### src/rtl/logic_pipe_pkg.sv
// Shared opcode encoding and popcount helper for the bitwise logic pipeline.
// Latency: n/a (types and pure functions only).
// Backpressure: n/a.
package logic_pipe_pkg;

    typedef enum logic [2:0] {
        OP_AND  = 3'b000,
        OP_OR   = 3'b001,
        OP_XOR  = 3'b010,
        OP_XNOR = 3'b011,
        OP_NAND = 3'b100,
        OP_NOR  = 3'b101,
        OP_NOTA = 3'b110,
        OP_RSVD = 3'b111
    } op_e;

    // Callers zero-extend their operand to POP_MAX_W; unused upper bits fold away.
    localparam int POP_MAX_W = 1024;
    localparam int POP_CNT_W = $clog2(POP_MAX_W + 1);

    function automatic logic [POP_CNT_W-1:0] popcount(input logic [POP_MAX_W-1:0] v);
        logic [POP_CNT_W-1:0] n;
        n = '0;
        for (int i = 0; i < POP_MAX_W; i++) begin
            n = n + POP_CNT_W'(v[i]);
        end
        return n;
    endfunction

endpackage

### src/rtl/logic_op_core.sv
// Combinational WIDTH-bit logic op with equality, popcount and illegal-op flag.
// Latency: 0 cycles (pure combinational).
// Backpressure: none; the surrounding pipeline owns all flow control.
module logic_op_core
    import logic_pipe_pkg::*;
#(
    parameter int WIDTH  = 8,
    parameter int ONES_W = $clog2(WIDTH + 1)
) (
    input  logic [WIDTH-1:0]  a,
    input  logic [WIDTH-1:0]  b,
    input  logic [2:0]        op,
    output logic [WIDTH-1:0]  res,
    output logic              eq,
    output logic [ONES_W-1:0] ones,
    output logic              err
);

    logic [POP_MAX_W-1:0] res_ext;

    always_comb begin
        res     = '0;
        err     = 1'b0;
        res_ext = '0;
        case (op_e'(op))
            OP_AND:  res = a & b;
            OP_OR:   res = a | b;
            OP_XOR:  res = a ^ b;
            OP_XNOR: res = a ~^ b;
            OP_NAND: res = ~(a & b);
            OP_NOR:  res = ~(a | b);
            OP_NOTA: res = ~a;
            default: begin
                res = '0;
                err = 1'b1;
            end
        endcase
        eq                   = &(a ~^ b);
        res_ext[WIDTH-1:0]   = res;
        ones                 = ONES_W'(popcount(res_ext));
    end

endmodule

### src/rtl/param_logic_pipe.sv
// Two-stage valid/ready pipelined bitwise logic unit with a handoff counter.
// Latency: 2 cycles from input transfer to out_valid; 1 op/cycle sustained.
// Backpressure: S2 holds on out_valid && !out_ready, S1 fills once, then in_ready drops.
module param_logic_pipe
    import logic_pipe_pkg::*;
#(
    parameter int WIDTH = 8,
    parameter int CNT_W = 16
) (
    input  logic                         clk,
    input  logic                         rst_n,
    input  logic                         in_valid,
    output logic                         in_ready,
    input  logic [WIDTH-1:0]             in_a,
    input  logic [WIDTH-1:0]             in_b,
    input  logic [2:0]                   in_op,
    output logic                         out_valid,
    input  logic                         out_ready,
    output logic [WIDTH-1:0]             out_res,
    output logic                         out_eq,
    output logic [$clog2(WIDTH+1)-1:0]   out_ones,
    output logic                         out_err,
    output logic [CNT_W-1:0]             op_count
);

    localparam int ONES_W = $clog2(WIDTH + 1);

    logic             s1_valid;
    logic [WIDTH-1:0] s1_a;
    logic [WIDTH-1:0] s1_b;
    logic [2:0]       s1_op;

    logic              s2_adv;
    logic              in_xfer;
    logic              out_xfer;
    logic [WIDTH-1:0]  c_res;
    logic              c_eq;
    logic [ONES_W-1:0] c_ones;
    logic              c_err;

    // in_ready is a function of pipeline state and out_ready only, never in_valid.
    assign s2_adv   = s1_valid && (!out_valid || out_ready);
    assign in_ready = !s1_valid || s2_adv;
    assign in_xfer  = in_valid && in_ready;
    assign out_xfer = out_valid && out_ready;

    always_ff @(posedge clk or negedge rst_n) begin
        if (!rst_n) begin
            s1_valid <= 1'b0;
            s1_a     <= '0;
            s1_b     <= '0;
            s1_op    <= '0;
        end else begin
            if (in_xfer) begin
                s1_valid <= 1'b1;
                s1_a     <= in_a;
                s1_b     <= in_b;
                s1_op    <= in_op;
            end else if (s2_adv) begin
                s1_valid <= 1'b0;
            end
        end
    end

    logic_op_core #(
        .WIDTH  (WIDTH),
        .ONES_W (ONES_W)
    ) u_core (
        .a    (s1_a),
        .b    (s1_b),
        .op   (s1_op),
        .res  (c_res),
        .eq   (c_eq),
        .ones (c_ones),
        .err  (c_err)
    );

    // A refill in the same cycle as a handoff overwrites S2 with no bubble.
    always_ff @(posedge clk or negedge rst_n) begin
        if (!rst_n) begin
            out_valid <= 1'b0;
            out_res   <= '0;
            out_eq    <= 1'b0;
            out_ones  <= '0;
            out_err   <= 1'b0;
        end else begin
            if (s2_adv) begin
                out_valid <= 1'b1;
                out_res   <= c_res;
                out_eq    <= c_eq;
                out_ones  <= c_ones;
                out_err   <= c_err;
            end else if (out_ready) begin
                out_valid <= 1'b0;
            end
        end
    end

    always_ff @(posedge clk or negedge rst_n) begin
        if (!rst_n) begin
            op_count <= '0;
        end else if (out_xfer) begin
            op_count <= op_count + CNT_W'(1);
        end
    end

endmodule

### config.mk
export PLATFORM = sky130hd
export DESIGN_NAME = param_logic_pipe
export DESIGN_NICKNAME = d
export VERILOG_FILES = /design/src/rtl/logic_pipe_pkg.sv /design/src/rtl/logic_op_core.sv /design/src/rtl/param_logic_pipe.sv
export SDC_FILE = /design/constraint.sdc
export NUM_CORES = 1
export LEC_CHECK = 0
export CORE_MARGIN = 5
export CORE_UTILIZATION = 45
export CTS_CLUSTER_DIAMETER = 150
export CTS_CLUSTER_SIZE = 30
export DETAILED_ROUTE_END_ITERATION = 16
export GPL_TIMING_DRIVEN = 0
export MAX_ROUTING_LAYER = met4
export PLACE_DENSITY = 0.7
export SLEW_MARGIN = 20
export SYNTH_ARGS = -nofsm -noshare
export SYNTH_HDL_FRONTEND = slang
export SYNTH_SLANG_ARGS = --single-unit
export TNS_END_PERCENT = 10
### constraint.sdc
create_clock -name clk -period 4.1 [get_ports clk]
set_input_delay 0.82 -clock clk [delete_from_list [all_inputs] [get_ports clk]]
set_output_delay 0.82 -clock clk [all_outputs]
set_load 0.03 [all_outputs]
[Word-level counts from Yosys, hierarchy flattened]
Cells that the tools add are included.
Storage, ports and cells
  bits in read-only memories: 0
  register bits: 51
  output and inout port bits: 32
  word-level logic and storage cells: 49
  memories kept: 0
  RAM bits: 0
  latch bits: 0
  input bits: 23
Operators by class
  muxes and demuxes: 6
  reductions and logical operators: 12
  order comparisons: 0
  divide/modulo/power cells: 0
  multipliers: 0
  eq/ne operators: 6
  shift operators: 0
  $add $sub $neg: 8
  bitwise logic cells: 7
Operators with widths (number)
  case mux 8 bit (7 select lines): 1
  adder 4 x 1 -> 4 bit: 6
  inverter 8 bit: 3
  adder 16 x 1 -> 16 bit, second input constant: 1
  equality test 3 bit, second input constant: 3
  bitwise AND 8 bit: 1
  OR 8 bit: 1
  AND reduction 8 bit: 1
  XNOR 8 bit: 1
  bitwise XOR 8 bit: 1
  OR reduction 7 bit: 1
  equality test 3 x 2 -> 1 bit, second input constant: 2
  two-way mux 1 bit: 5
  nonzero test 2 bit: 2
  equality test 3 x 1 -> 1 bit, second input constant: 1
  logical AND 1 bit: 3
  logical NOT 3 bit: 1
  adder 1 x 1 -> 2 bit: 1
  logical NOT 1 bit: 2
  logical OR 1 bit: 2

[Depth between registers and ports, before layout]
Gate-level depths: netlist (run 1).
  depth in word-level cells: 10
  gate-level depth with buffers: 15
  depth with buffers taken out: 15

[By module]
From an unflattened synthesis (run 1), not the netlist that was laid out.
Second synthesis, totals
  cells, all modules: 263
  area total of the unflattened synthesis: 2944.1 µm²
By module, submodules not included
  param_logic_pipe: seq. area each 1276.2 µm², area each 2010.7 µm², cells an instance 137, instances 1
  logic_op_core: seq. area each 0.0 µm², area each 933.4 µm², cells an instance 126, instances 1

[Worst setup path before layout (run 1)]
OpenSTA, ideal clock, no wires.
  path kind: register to register
  start: reg s1_op[1]
  end: reg out_ones[1]
  setup time: 0.125 ns
  path buffers: 3
  required time: 3.975 ns
  arrival: 3.582 ns
  slack: 0.393 ns
  clock period less this slack: 3.707 ns
  stages on the path, launching flop included: 15
  cell sequence: dfrtp_1 -> buf_6 -> buf_4 -> buf_2 -> a2111oi_0 -> a31oi_1 -> nand2_1 -> ha_1 -> inv_1 -> fa_1 -> fa_1 -> inv_1 -> fa_1 -> fa_1 -> mux2_2
On the way
  word-level cells in the longest chain between the ends: 9
  elaborated cells between the ends (all ways): 15
  those cells by class: 7 x add/sub; 6 x eq/ne; 1 x mux; 1 x reduce/logical
Ends and longest elaborated chain
  start, declared: RTL line param_logic_pipe.sv:31  | logic [2:0] s1_op;
  start signal, assigned: RTL line param_logic_pipe.sv:58  | s1_op <= in_op;
  equality test 3 bit (tied with other cells): RTL line logic_op_core.sv:25  | case (op_e'(op))
  case mux 8 bit (7 select lines) (*): RTL line logic_op_core.sv:25
  net c_res[0]: RTL line param_logic_pipe.sv:36  | logic [WIDTH-1:0] c_res;
  adder 1 x 1 -> 2 bit (*): RTL line logic_pipe_pkg.sv:25  | n = n + POP_CNT_W'(v[i]);
  adder 4 x 1 -> 4 bit (*) (6 in series): RTL line logic_pipe_pkg.sv:25
  net c_ones[1]: RTL line param_logic_pipe.sv:38  | logic [ONES_W-1:0] c_ones;
  end signal, assigned: RTL line param_logic_pipe.sv:91  | out_ones <= c_ones;
  end, declared: RTL line param_logic_pipe.sv:21  | output logic [$clog2(WIDTH+1)-1:0] out_ones,
Mark *: on every way through the listed nets, which the timed path passes. The rest lies on a longest branch.
A chain may end at the register's enable or synchronous reset.

[Worst setup path after layout (run 1)]
Ends and elaborated chain as after synthesis.

==> results of run 1 <==
-- logic make-up after synthesis --
logic type,share of synthesized area
compound gates,0.0668
fa+ha+maj,0.112
xor+xnor,0.0506
mux,0.157
simple gates,0.130
flops,0.434
buf+inv,0.0494
-- sequential cells by signal (all words and copies together), names as in the netlist --
register / flops
op_count: 16
out_res: 8
s1_a: 8
s1_b: 8
out_ones: 4
s1_op: 3
out_eq: 1
out_err: 1
out_valid: 1
s1_valid: 1
-- through the flow --
| step | hold slack [ps] | util | instance area [um^2] |
|---|---|---|---|
| 4_1_cts | 482 | 0.578 | 3670 |
| 6_report | 475 | 0.579 | 3680 |
| 3_5_place_dp | 467 | 0.563 | 3570 |
| 2_1_floorplan | 485 | - | 2940 |
| 3_3_place_gp | 461 | 0.563 | 3580 |
| 5_1_grt | 528 | 0.579 | 3680 |
-- worst max-delay path by stage --
stage,from,to,slack (ps),cells past startpoint
after detailed placement,s1_op[1],out_ones[1],160,14
after global routing,s1_op[1],out_ones[1],10,14
after global placement,s1_op[1],out_ones[1],220,14
after CTS,s1_op[1],out_ones[1],140,14
final,s1_op[1],out_ones[1],210,14
after floorplan,s1_op[1],out_ones[1],390,14
-- repair_timing --
action / in CTS / in global routing
hold buffers: 0 / 0
resized for setup: 0 / 6
endpoints found under the setup margin: 0 / 1
-- placed cells by master, fill, tap and decap left out, types with 7 or more instances in the layout --
master	netlist	routed
inv_1	23	23
nand3_1	9	9
mux2i_1	7	7
ha_1	20	20
nor2_1	9	9
dfrtp_1	51	51
xnor2_1	15	15
clkdlybuf4s50_1	0	53
nand2b_1	8	8
mux2_2	26	26
nand2_1	24	24
-- power by group --
group | switching (mW) | internal (mW) | leakage [nW] | total [mW]
Combinational | 0.517 | 0.470 | 0.976 | 0.987
Sequential | 0.0915 | 0.613 | 0.626 | 0.704
Clock | 0.181 | 0.122 | 0.0408 | 0.303
Total | 0.789 | 1.21 | 1.64 | 1.99
-- synthesized netlist by cell type (all sizes together) (5+ instances only) --
| cell type | n |
|---|---|
| dfrtp | 51 |
| mux2 | 28 |
| nand2 | 24 |
| inv | 23 |
| ha | 20 |
| xnor2 | 15 |
| nand3 | 9 |
| nor2 | 9 |
| buf | 8 |
| nand2b | 8 |
| mux2i | 7 |
| o21ai | 7 |
| a21oi | 5 |
| nand4 | 5 |
-- layer usage --
metal	global-route usage	vias to the layer above	routed length, um
met4	0.0367	0	46
li1	-	1048	-
met3	0.0333	5	269
met2	0.252	37	2970
met1	0.195	1051	2690
met5	-	-	0
-- cell type report --
cell class,instances,area (um^2),area share
Sequential cell,51,1280,0.347
Tap cell,77,96.3,0.0262
Timing Repair Buffer,54,538,0.146
Inverter,23,86.3,0.0235
Buffer,11,63.8,0.0173
Multi-Input combinational cell,181,1530,0.415
Clock buffer,5,68.8,0.0187
Clock inverter,3,23.8,0.00646
==> out/results.tsv, run 1 <==
metric	value	unit
fp.coreArea	6350	um^2
fin_crit_sh	0.949	
layout.nets	374	
drcViolationCount	0	
max_stage_delay	490	ps
yosysTopAreaCell	dfrtp_1	
cap_violations	0	
syn_inst	266	
drt-initial-drc-count	121	
r2r_cells	14	
drt_wl_total	5970	um
cts.clk_slew.worst_paths	100	ps
dp_slack	159	ps
final_cells	405	
dp_cells	397	
antenna_left	0	
r2r_setup_slack	210	ps
rows	29	
fin_crit	3890	ps
rsz0062_at_grt	false	
crit_required	4300	ps
holdPathStages	1	
syn2layout_area_growth	25.1	%
critPathTopFamily	adder cells	
hpwl	4600	um
grt_max_degree	52	
rr_endpoint	out_ones[1]	
root_buffer	clkbuf_8	
vias	2141	
power	1.99	mW
fillers	546	
cts_made_buffers	5	
synth_area	2940	um^2
yosys_warnings	0	
grt-ovfl-total	0	
cts_sinks	51	
synth_area_leaders	dfrtp_1 (43%), mux2_2 (10%), ha_1 (8.5%)	
crit_fanout	10	
antenna_cells	0	
grt_pass1_vias	2131	
hold_class	flip-flop to flip-flop	
htreeDepth	2	
ys_seq_area_frac	0.434	
final_hold_viol_count	0	
viasPerCell	5.29	
worstHoldEndpoint	op_count[15]	
drive_above_1_share	0.152	
syn_avg_cell_area	11.1	um^2
setup_tns	0	ps
max_freq	257	MHz
ys_types	42	
cp_cell_sequence	buf_6 -> buf_4 -> buf_2 -> a2111oi_2 -> a31oi_1 -> nand2_1 -> ha_1 -> inv_1 -> fa_1 -> fa_1 -> inv_1 -> fa_1 -> fa_1 -> mux2_2	
arrival	4090	ps
synth-edff-count	0	
cp-start-kind	flip-flop	
slew_viol_final	0	
grtUsageTotal	0.154	
power_density	542	nW/um^2
status	finished clean	
start_util	0.463	
ioPinCount	55	
antenna_found_initial	0	
routabilityCongestion	0.894	
rr_startpoint	s1_op[1]	
routedWlPerCell	14.8	um
cts_tree	built	
clock_latency	310	ps
crit_top_cell	fa_1	
cp_num_buf_inv	5	
synthArstFlopShare	1.00	
die-area	8250	um^2
postCtsSetupRepairBufs	0	
setup_viol	0	
worstMarginPinSlew	657	ps
synthFlopType	dfrtp_1	
clockBufferDepth	2	
slowest_stage	fa_1	
peakVddDrop	362	uV
fin_skew	11.6	ps
worstSetupPathType	flip-flop to flip-flop	
relSlewSlack	0.555	
fp.dieW	90.8	um
grt_pass1_wl	10100	um
yosysTopAreaCellShare	0.434	
synth_fp_nets	313	
worst_slack	210	ps
io_buffers	54	
ys_ff_latch	51	
drtPass1Iterations	4	
endpoint_kind	flip-flop	
die_y	90.8	um
p_leak	1.64	nW
hold_path_startpoint	op_count[15]	
Note: power is estimated with default switching activity, not from simulation.
==> run 2, diff against run 1 <==
CTS_BUF_LIST = sky130_fd_sc_hd__clkbuf_2   (was not set)
REMOVE_ABC_BUFFERS = 1   (was not set)
==> run 2 against run 1 <==
Combinational power down 6.3%. Non-clock buffer count down 10. Sequential share of layout area up 0.87 points. Sequential power up 4.5%. Wire length down 4.6%. Clock-buffer cell count unchanged. Hold slack worse by 130 ps. Die area unchanged. Maximum frequency up 2.5%. Utilization down 1.1 points. Largest power group unchanged.
==> out/results.tsv, run 2 (synthesis gave the netlist of run 1 again) <==
metric	value	unit	change
status	finished clean		
p_leak	1.61	nW	-2.2%
fin_skew	24.2	ps	+12.6 ps
clockBufferDepth	2		unchanged
drt_wl_total	5700	um	-4.6%
power_frac_clock	0.146		-0.006
hpwl	4180	um	-9.1%
slowest_stage	dfrtp_4		
fin_crit_sh	0.926		-0.0229
final_cell_mix	clkdlybuf4s50_1 (53), dfrtp_1 (48), mux2_2 (26)		
drive_above_1_share	0.138		-0.0141
grt_pass1_vias	2157		+1.2%
start_util	0.463		unchanged
cts_made_buffers	5		unchanged
antenna_left	0		unchanged
top_register	op_count		
cp-start-kind	flip-flop		
antenna_found_initial	0		unchanged
rows	29		unchanged
fp.dieW	90.8	um	unchanged
postPlaceCellArea	3520	um^2	-1.6%
grt_max_degree	52		unchanged
r2r_cells	11		-3
crit_top_cell	fa_1		
slew_viol_final	0		unchanged
cap_violations	0		unchanged
layout.nets	364		-2.7%
peakVddDrop	391	uV	+7.9%
cp_num_buf_inv	2		-3
rsz0062_at_grt	false		
relSlewSlack	0.493		-0.0621
seq_power_share	0.379		+0.026
cp_cell_sequence	mux2_2 -> o211ai_1 -> o311a_1 -> ha_1 -> inv_1 -> fa_1 -> fa_1 -> inv_1 -> fa_1 -> fa_1 -> mux2_2		
hold_buffers	0		unchanged
crit_cells	11		-3
vias	2076		-3.0%
hold_class	primary input to async pin		
fillers	551		+0.92%
root_buffer	clkbuf_2		
drt-initial-drc-count	94		-22%
p_sw	0.771	mW	-2.2%
critPathTopFamily	adder cells		
setup_viol	0		unchanged
cts_tree	built		
crit_fanout	20		+10
swShare	0.397		+0.000892
largest_register_ffs	16		unchanged
utilization	0.568		-0.0114
cts.clk_slew.worst_paths	290	ps	+190 ps
fin_area	3610	um^2	-2.0%
endpoint_kind	flip-flop		
antenna_cells	0		unchanged
final_common_cell	clkdlybuf4s50_1		
htreeDepth	2		unchanged
die_y	90.8	um	unchanged
p_int	1.17	mW	-2.6%
worstMarginPinSlew	759	ps	+102 ps
power_density	539	nW/um^2	-0.50%
routabilityCongestion	0.799		-11%
combPwrFrac	0.476		-0.019
cts_sinks	51		unchanged
max_stage_delay	640	ps	+150 ps
fp.coreArea	6350	um^2	unchanged
io_buffers	54		unchanged
final_hold_viol_count	0		unchanged
clock_latency	450	ps	+140 ps
drtPass1Iterations	4		unchanged
worstSetupPathType	flip-flop to flip-flop		
grtUsageTotal	0.149		-0.00433
arrival	4180	ps	+90 ps
drcViolationCount	0		unchanged
holdWs	344	ps	-130 ps
die-area	8250	um^2	unchanged
power	1.94	mW	-2.5%
max_freq	263	MHz	+2.5%
viasPerCell	5.26		-0.58%
grt_pass1_wl	10000	um	-0.62%
grt-ovfl-total	0		unchanged
syn2layout_area_growth	22.6	%	
crit_required	4480	ps	+180 ps
ioPinCount	55		unchanged
fin_crit	3800	ps	-93.9 ps
routedWlPerCell	14.4	um	-2.1%
run 2: changes by cell type in the layout (fill, tap and decap cells not counted), sizes merged:
cell and change:
bufinv +1, buf -5, clkinvlp -2, clkinv +1, clkbuf -5
run 2: timing repair:
item,CTS,global route
gates resized for setup,1,3
endpoints found under the hold margin,0,0
setup buffers,0,1
setup endpoints to repair,3,2
gates cloned,0,0
pin swaps,0,0
run 2: metrics by stage:
| step | TNS [ps] | setup slack, ps | instances |
|---|---|---|---|
| 2_1_floorplan | 0 | 20.2 | 255 |
| 3_3_place_gp | -521 | -290 | 386 |
| 3_5_place_dp | -707 | -357 | 386 |
| 4_1_cts | 0 | 0.567 | 394 |
| 5_1_grt | 0 | 73.3 | 395 |
| 6_report | 0 | 304 | 395 |
run 2: final timing paths:
check                             startpoint      endpoint  slack [ps]
worst min register to register  op_count[15]  op_count[15]         510
worst max register to register      s1_op[1]   out_ones[1]         300
worst max-delay path                s1_op[1]   out_ones[1]         300
worst min-delay path                   rst_n  op_count[11]         340
max in group asynchronous              rst_n      s1_op[1]        3260
min in group clk                op_count[15]  op_count[15]         510
run 2: metal layers:
metal  GRT usage  share of wire  vias to the layer above
met1       0.186           0.46                      994
met5           -              0                        -
met2       0.243           0.47                       48
met4      0.0465          0.015                        0
li1            -              -                     1024
met3      0.0317          0.051                       10
run 2: cell type report:
type,count,area [um^2],area share
clock inverters,3,47.5,0.0132
multi-input cells,181,1520,0.421
clock buffers,5,25.0,0.00694
repair buffers,55,549,0.152
well taps,77,96.3,0.0267
inverters,23,86.3,0.0239
flip-flops and latches,51,1280,0.356
run 2: power by group through the flow:
stage	Sequential [mW]	Combinational (mW)	Clock (mW)
6_report	0.736	0.925	0.284
5_1_grt	0.755	1.04	0.310
4_1_cts	0.742	0.933	0.291
3_5_place_dp	0.753	0.931	0
3_3_place_gp	0.747	0.918	0
2_1_floorplan	0.878	0.479	0
